`src/rtl/alu_pkg.sv`:
```
// alu_pkg: shared ALU control codes, opcode/funct values and decoded-op record
package alu_pkg;

   typedef enum logic [3:0] {
      ALU_AND  = 4'b0000,
      ALU_OR   = 4'b0001,
      ALU_ADD  = 4'b0010,
      ALU_SLL  = 4'b0100,
      ALU_NOR  = 4'b0101,
      ALU_SUB  = 4'b0110,
      ALU_SLT  = 4'b0111,
      ALU_SRLV = 4'b1000,
      ALU_SLLV = 4'b1001,
      ALU_SRAV = 4'b1010,
      ALU_SRL  = 4'b1100,
      ALU_SRA  = 4'b1110
   } alu_ctrl_t;

   localparam logic [5:0] OP_RTYPE = 6'h00;
   localparam logic [5:0] OP_BEQ   = 6'h04;
   localparam logic [5:0] OP_BNE   = 6'h05;
   localparam logic [5:0] OP_ADDI  = 6'h08;
   localparam logic [5:0] OP_ADDIU = 6'h09;
   localparam logic [5:0] OP_SLTI  = 6'h0A;
   localparam logic [5:0] OP_ANDI  = 6'h0C;
   localparam logic [5:0] OP_ORI   = 6'h0D;
   localparam logic [5:0] OP_LW    = 6'h23;
   localparam logic [5:0] OP_SW    = 6'h2B;

   localparam logic [5:0] F_SLL  = 6'h00;
   localparam logic [5:0] F_SRL  = 6'h02;
   localparam logic [5:0] F_SRA  = 6'h03;
   localparam logic [5:0] F_SLLV = 6'h04;
   localparam logic [5:0] F_SRLV = 6'h06;
   localparam logic [5:0] F_SRAV = 6'h07;
   localparam logic [5:0] F_ADD  = 6'h20;
   localparam logic [5:0] F_ADDU = 6'h21;
   localparam logic [5:0] F_SUB  = 6'h22;
   localparam logic [5:0] F_SUBU = 6'h23;
   localparam logic [5:0] F_AND  = 6'h24;
   localparam logic [5:0] F_OR   = 6'h25;
   localparam logic [5:0] F_NOR  = 6'h27;
   localparam logic [5:0] F_SLT  = 6'h2A;

   // wide enough for any supported thread count; upper bits stay zero
   localparam int TID_MAX_W = 8;

   typedef struct packed {
      alu_ctrl_t              alu_ctrl;
      logic [4:0]             shamt;
      logic                   src_imm;
      logic                   zext;
      logic                   illegal;
      logic [TID_MAX_W-1:0]   tid;
   } dec_op_t;

endpackage

```
`src/rtl/alu_op_decode_comb.sv`:
```
// alu_op_decode_comb: instruction word to ALU control fields (tid left 0); ALU_VSHIFT_EN enables SLLV/SRLV/SRAV
module alu_op_decode_comb
   import alu_pkg::*;
(
   input  logic [31:0] instr,
   output dec_op_t     dec
);

   logic w_unused_fields;
   assign w_unused_fields = ^instr[25:11];

   // decode opcode, then funct for R-type; anything unknown is flagged illegal with zeroed fields
   always_comb begin
      dec = '0;
      case (instr[31:26])
         OP_RTYPE:
            case (instr[5:0])
               F_ADD, F_ADDU: dec.alu_ctrl = ALU_ADD;
               F_SUB, F_SUBU: dec.alu_ctrl = ALU_SUB;
               F_AND:         dec.alu_ctrl = ALU_AND;
               F_OR:          dec.alu_ctrl = ALU_OR;
               F_NOR:         dec.alu_ctrl = ALU_NOR;
               F_SLT:         dec.alu_ctrl = ALU_SLT;
               F_SLL: begin
                  dec.alu_ctrl = ALU_SLL;
                  dec.shamt    = instr[10:6];
               end
               F_SRL: begin
                  dec.alu_ctrl = ALU_SRL;
                  dec.shamt    = instr[10:6];
               end
               F_SRA: begin
                  dec.alu_ctrl = ALU_SRA;
                  dec.shamt    = instr[10:6];
               end
`ifdef ALU_VSHIFT_EN
               F_SLLV:        dec.alu_ctrl = ALU_SLLV;
               F_SRLV:        dec.alu_ctrl = ALU_SRLV;
               F_SRAV:        dec.alu_ctrl = ALU_SRAV;
`endif
               default:       dec.illegal  = 1'b1;
            endcase
         OP_ADDI, OP_ADDIU, OP_LW, OP_SW: begin
            dec.alu_ctrl = ALU_ADD;
            dec.src_imm  = 1'b1;
         end
         OP_SLTI: begin
            dec.alu_ctrl = ALU_SLT;
            dec.src_imm  = 1'b1;
         end
         OP_ANDI: begin
            dec.alu_ctrl = ALU_AND;
            dec.src_imm  = 1'b1;
            dec.zext     = 1'b1;
         end
         OP_ORI: begin
            dec.alu_ctrl = ALU_OR;
            dec.src_imm  = 1'b1;
            dec.zext     = 1'b1;
         end
         OP_BEQ, OP_BNE: dec.alu_ctrl = ALU_SUB;
         default:        dec.illegal  = 1'b1;
      endcase
   end

endmodule

```
`src/rtl/alu_op_decoder.sv`:
```
// alu_op_decoder: registered ALU op decode with 2-entry skid buffer and per-thread flush; ALU_VSHIFT_EN enables variable shifts
module alu_op_decoder
   import alu_pkg::*;
#(
   parameter int NTHREADS = 4,
   localparam int TID_W = $clog2(NTHREADS)
)(
   input  logic             clk,
   input  logic             reset,
   input  logic             in_valid,
   output logic             in_ready,
   input  logic [31:0]      in_instr,
   input  logic [TID_W-1:0] in_tid,
   input  logic             flush_valid,
   input  logic [TID_W-1:0] flush_tid,
   output logic             out_valid,
   input  logic             out_ready,
   output logic [3:0]       out_alu_ctrl,
   output logic [4:0]       out_shamt,
   output logic             out_src_imm,
   output logic             out_zext,
   output logic             out_illegal,
   output logic [TID_W-1:0] out_tid
);

   dec_op_t w_dec, w_new, r_out, r_sk;
   logic    r_ov, r_sv, w_fo, w_fs, w_ov, w_sv, w_acc, w_free;

   alu_op_decode_comb u_dec (
      .instr (in_instr),
      .dec   (w_dec)
   );

   // stamp the incoming thread id onto the decoded fields
   always_comb begin
      w_new     = w_dec;
      w_new.tid = w_dec.tid | TID_MAX_W'(in_tid);
   end

   assign w_fo   = flush_valid & r_ov & (r_out.tid == TID_MAX_W'(flush_tid));
   assign w_fs   = flush_valid & r_sv & (r_sk.tid == TID_MAX_W'(flush_tid));
   assign w_ov   = r_ov & ~w_fo;
   assign w_sv   = r_sv & ~w_fs;
   assign w_acc  = in_valid & in_ready & ~(flush_valid & (in_tid == flush_tid));
   assign w_free = ~w_ov | out_ready;

   // output slot refills from skid first (FIFO order), else from the new word; held slot parks the new word in skid
   always_ff @(posedge clk) begin
      if (reset) begin
         r_out <= '0;
         r_sk  <= '0;
         r_ov  <= 1'b0;
         r_sv  <= 1'b0;
      end else if (w_free) begin
         r_out <= w_sv ? r_sk : w_new;
         r_ov  <= w_sv | w_acc;
         r_sv  <= 1'b0;
      end else begin
         if (!w_sv) r_sk <= w_new;
         r_sv <= w_sv | w_acc;
      end
   end

   assign in_ready     = ~r_sv;
   assign out_valid    = r_ov;
   assign out_alu_ctrl = r_out.alu_ctrl;
   assign out_shamt    = r_out.shamt;
   assign out_src_imm  = r_out.src_imm;
   assign out_zext     = r_out.zext;
   assign out_illegal  = r_out.illegal;
   assign out_tid      = r_out.tid[TID_W-1:0];

endmodule

```
`config.mk`:
```
export PLATFORM = sky130hd
export DESIGN_NAME = alu_op_decoder
export DESIGN_NICKNAME = d
export VERILOG_FILES = /design/src/rtl/alu_pkg.sv /design/src/rtl/alu_op_decode_comb.sv /design/src/rtl/alu_op_decoder.sv
export SDC_FILE = /design/constraint.sdc
export NUM_CORES = 1
export LEC_CHECK = 0
export BUFFER_PORTS_ARGS = -buffer_cell sky130_fd_sc_hd__clkbuf_2
export CORE_ASPECT_RATIO = 0.5
export CORE_UTILIZATION = 40
export CTS_CLUSTER_DIAMETER = 80
export DETAILED_ROUTE_END_ITERATION = 12
export HOLD_SLACK_MARGIN = 0.06
export PLACE_DENSITY = 0.7
export SETUP_SLACK_MARGIN = 0.4
export SLEW_MARGIN = 10
export SYNTH_ARGS = -nofsm -noshare
export SYNTH_HDL_FRONTEND = slang
export SYNTH_HIERARCHICAL = 1
export SYNTH_SLANG_ARGS = --single-unit
```
`constraint.sdc`:
```
create_clock -name clk -period 2.3 [get_ports clk]
set_input_delay 0.23 -clock clk [delete_from_list [all_inputs] [get_ports clk]]
set_output_delay 0.23 -clock clk [all_outputs]
set_load 0.005 [all_outputs]
```
==> flow_summary.yaml <==
status:
  status: "completed"
critical_path:
  setup.worst_path.end_class: "flop"
  cp_slowest_cell: "or4b_4"
  cp_cell_sequence: "or4b_4 > o41ai_4 > nor3b_4 > buf_4 > buf_12 > mux2i_1"
  max_stage_delay_ps: 540
  critPathKind: "flop to flop"
  crit_required_ps: 2510
  worstPathArrival_ps: 2240
  critPathMaxFanout: 7
  crit_path_start_kind: "flop"
route:
  drt-initial-drc-count: 109
  post-route-drc-count: 0
  viasPerCell: 5.089
  wl_per_cell_um: 14.33
  first_pass_iters: 6
  postRouteAntennaNets: 0
  totalWireLength_um: 5633
  vias: 2000
logic_synthesis:
  synth_top_cell_area_share_pct: 33.80
  synthSimpleGateAreaFrac_pct: 23.74
  synthArstFlopShare_pct: 0
  synth_adder_area_share_pct: 0
  synth_mux_area_share_pct: 12.47
  avgSynthCellArea_um2: 9.111
  synth_enable_flop_cells: 0
  syn-cell-area_um2: 2487
  synth_xor_area_share_pct: 2.465
  yosysMostFrequentCell: "nand2b_1"
  ys_types: 48
  synth-seq-cells: 42
  synth_top_family_by_area: "simple AND/OR/NAND/NOR gates"
  ys_warn_count: 6
  seq_area_frac_synth_pct: 33.80
  synthTopCellsByCount: "nand2b_1, dfxtp_1, mux2i_1"
  netlist_top_cells_area: "dfxtp_1, mux2i_1, nand2b_1"
  synth_ff_type: "dfxtp_1"
  post-synth-top-area-cell: "dfxtp_1"
  synth-compound-area-share_pct: 16.90
  synth_cells: 273
cells_and_area:
  antenna_cells: 0
  syn2layout_area_growth_pct: 20.32
  seqCellArea_um2: 843.3
  drive_gt1_share_pct: 25.89
  final_nets: 349
  fillCellCount: 519
  multiInputGateArea_um2: 1454
  fin_util_pct: 52.24
place:
  port_buffers: 41
  gp_congestion: 0.8914
  dpl.hpwl_um: 3714
clocking:
  cts.path.max_buffers: 2
  root_buffer: "clkbuf_16"
  cts_buffers: 5
  tritoncts: "done"
  cts_sinks: 42
  clk_pin_slew_ps: 60
  clock_latency_ps: 290
  htree_num_levels: 2
  postCtsHoldBufs: 0
grt:
  grt_pass1_wl_um: 9266
  antenna_found_initial: 0
  grt_pass1_vias: 1931
  overflow: 0
  grt_max_degree: 43
  grtUsageTotal_pct: 18.21
die:
  fp.dieW_um: 113.5
  io_pins: 57
  initial_utilization_pct: 43.42
  rows: 19
  core-area_um2: 5729
  die-area_um2: 6557
  die_h_um: 57.76
power_and_ir_drop:
  clkPwrFrac_pct: 41.3
  pwr-share-seq_pct: 43.9
  report.power.total_mw: 1.760
  powerDensity_nw_per_um2: 588.1
  p_sw_share_pct: 25.57
  p_sw_mw: 0.4500
  p_leak_nw: 1.225
  max-vdd-ir-drop_mv: 0.2870
  p_int_mw: 1.310
  power_frac_comb_pct: 14.8
timing:
  tns_ps: 0
  grt_setup_unrepaired: "yes"
  final-setup-viol-count: 0
  fin_crit_ps: 2026
  skew_ps: 4.989
  relSlewSlack_pct: 55.20
  whs_ps: 321.3
  fmax_mhz: 493.5
  slew_violations: 0
  hold_viol: 0
  final.period_utilization_pct: 88.10
  worstMarginPinSlew_ps: 662.6
hold_path:
  hold_path.class: "primary input to flop"
job:
  cap_violations: 0
[registers in the layout, summed over array words and instances, names as in the netlist]
signal        count
r_out             6
out_valid         1
out_shamt         5
out_src_imm       1
out_zext          1
out_alu_ctrl      4
r_sk             20
r_sv              1
out_tid           2
out_illegal       1
[cell type report]
type	instances	area share (%)
timing repair buffer	57	14.05
inverter	5	0.6271
multi-input combinational	197	48.58
clock buffer	6	4.640
clock inverter	2	0.4181
sequential	42	28.18
tap	84	3.512
[metrics by stage]
stage	cell area (µm²)	setup WS (ps)	instances
after global routing	2993	205.6	393
after detailed placement	2639	259.2	374
after floorplan	2514	458.4	280
final	2993	273.7	393
after global placement	2639	309.0	374
after CTS	2874	287.6	388
[worst max-delay path: cells and delay by family, from the launching register on]
kind / cells / cell delay (ps)
simple gates: 2 / 870
compound gates: 1 / 250
flops: 1 / 330
mux: 1 / 200
buf+inv: 2 / 290
[kinds of logic (layout without fill, tap and decap cells)]
| group | after synthesis | in the layout |
|---|---|---|
| and+or+nand+nor | 98 | 98 |
| other | 1 | 8 |
| DFF | 42 | 42 |
| xor gates and xnor gates | 7 | 7 |
| AOI/OAI and AO/OA | 53 | 53 |
| muxes | 31 | 31 |
| buffers and inverters | 41 | 70 |
[worst paths after layout]
| path | start | end | slack (ps) | cells after the start |
|---|---|---|---|---|
| hold reg to reg | r_out[6] | r_out[6] | 460 | 2 |
| setup reg to reg | r_sk[6] | r_sk[12] | 270 | 6 |
| hold / removal | in_tid[0] | r_sk[0] | 320 | 3 |
| setup / recovery | r_sk[6] | r_sk[12] | 270 | 6 |
[routing by layer]
layer / wire (µm) / share of wire (%) / up-vias / track usage (%)
met2: 2582 / 46 / 45 / 29.70
met3: 275 / 4.9 / 10 / 3.766
li1: - / - / 1002 / -
met4: 110 / 2.0 / 0 / 8.083
met1: 2664 / 47 / 943 / 23.69
met5: 0 / 0 / - / 0
[cells in the final DEF, fill, tap and decap left out, types with 2 or more instances in the layout]
cell type / netlist / routed
and2_1: 7 / 7
buf_4: 21 / 7
o32ai_2: 0 / 2
nand3_1: 2 / 2
buf_6: 3 / 4
nor3_1: 2 / 2
a22oi_1: 6 / 6
or2_2: 2 / 2
mux2i_1: 31 / 31
xnor2_1: 5 / 5
nand2b_1: 44 / 44
dfxtp_1: 42 / 40
xor2_1: 2 / 2
a21oi_1: 6 / 6
clkbuf_16: 0 / 7
o32ai_1: 5 / 3
nor2_1: 15 / 15
clkbuf_2: 1 / 41
nand2_1: 11 / 11
o21ai_0: 5 / 5
conb_1: 1 / 8
nand4b_1: 2 / 2
nor4b_1: 2 / 2
a211o_1: 2 / 2
nor4_1: 2 / 2
o2bb2ai_1: 12 / 12
inv_1: 5 / 5
buf_12: 0 / 2
o21ai_1: 6 / 6
dfxtp_2: 0 / 2
[power by group through the flow]
stage	sequential, mW	clock, mW	combinational [mW]
6_report	0.772	0.727	0.261
5_1_grt	0.775	0.768	0.285
4_1_cts	0.771	0.732	0.245
3_5_place_dp	0.787	0	0.225
3_3_place_gp	0.786	0	0.218
2_1_floorplan	0.782	0	0.173
[repair_timing]
| action | in CTS | in global routing |
|---|---|---|
| resized for setup | 7 | 9 |
| setup buffers | 5 | 3 |
| endpoints found under the setup margin | 40 | 42 |
| gates cloned | 1 | 2 |
Note: power is estimated with default switching activity, not from simulation.
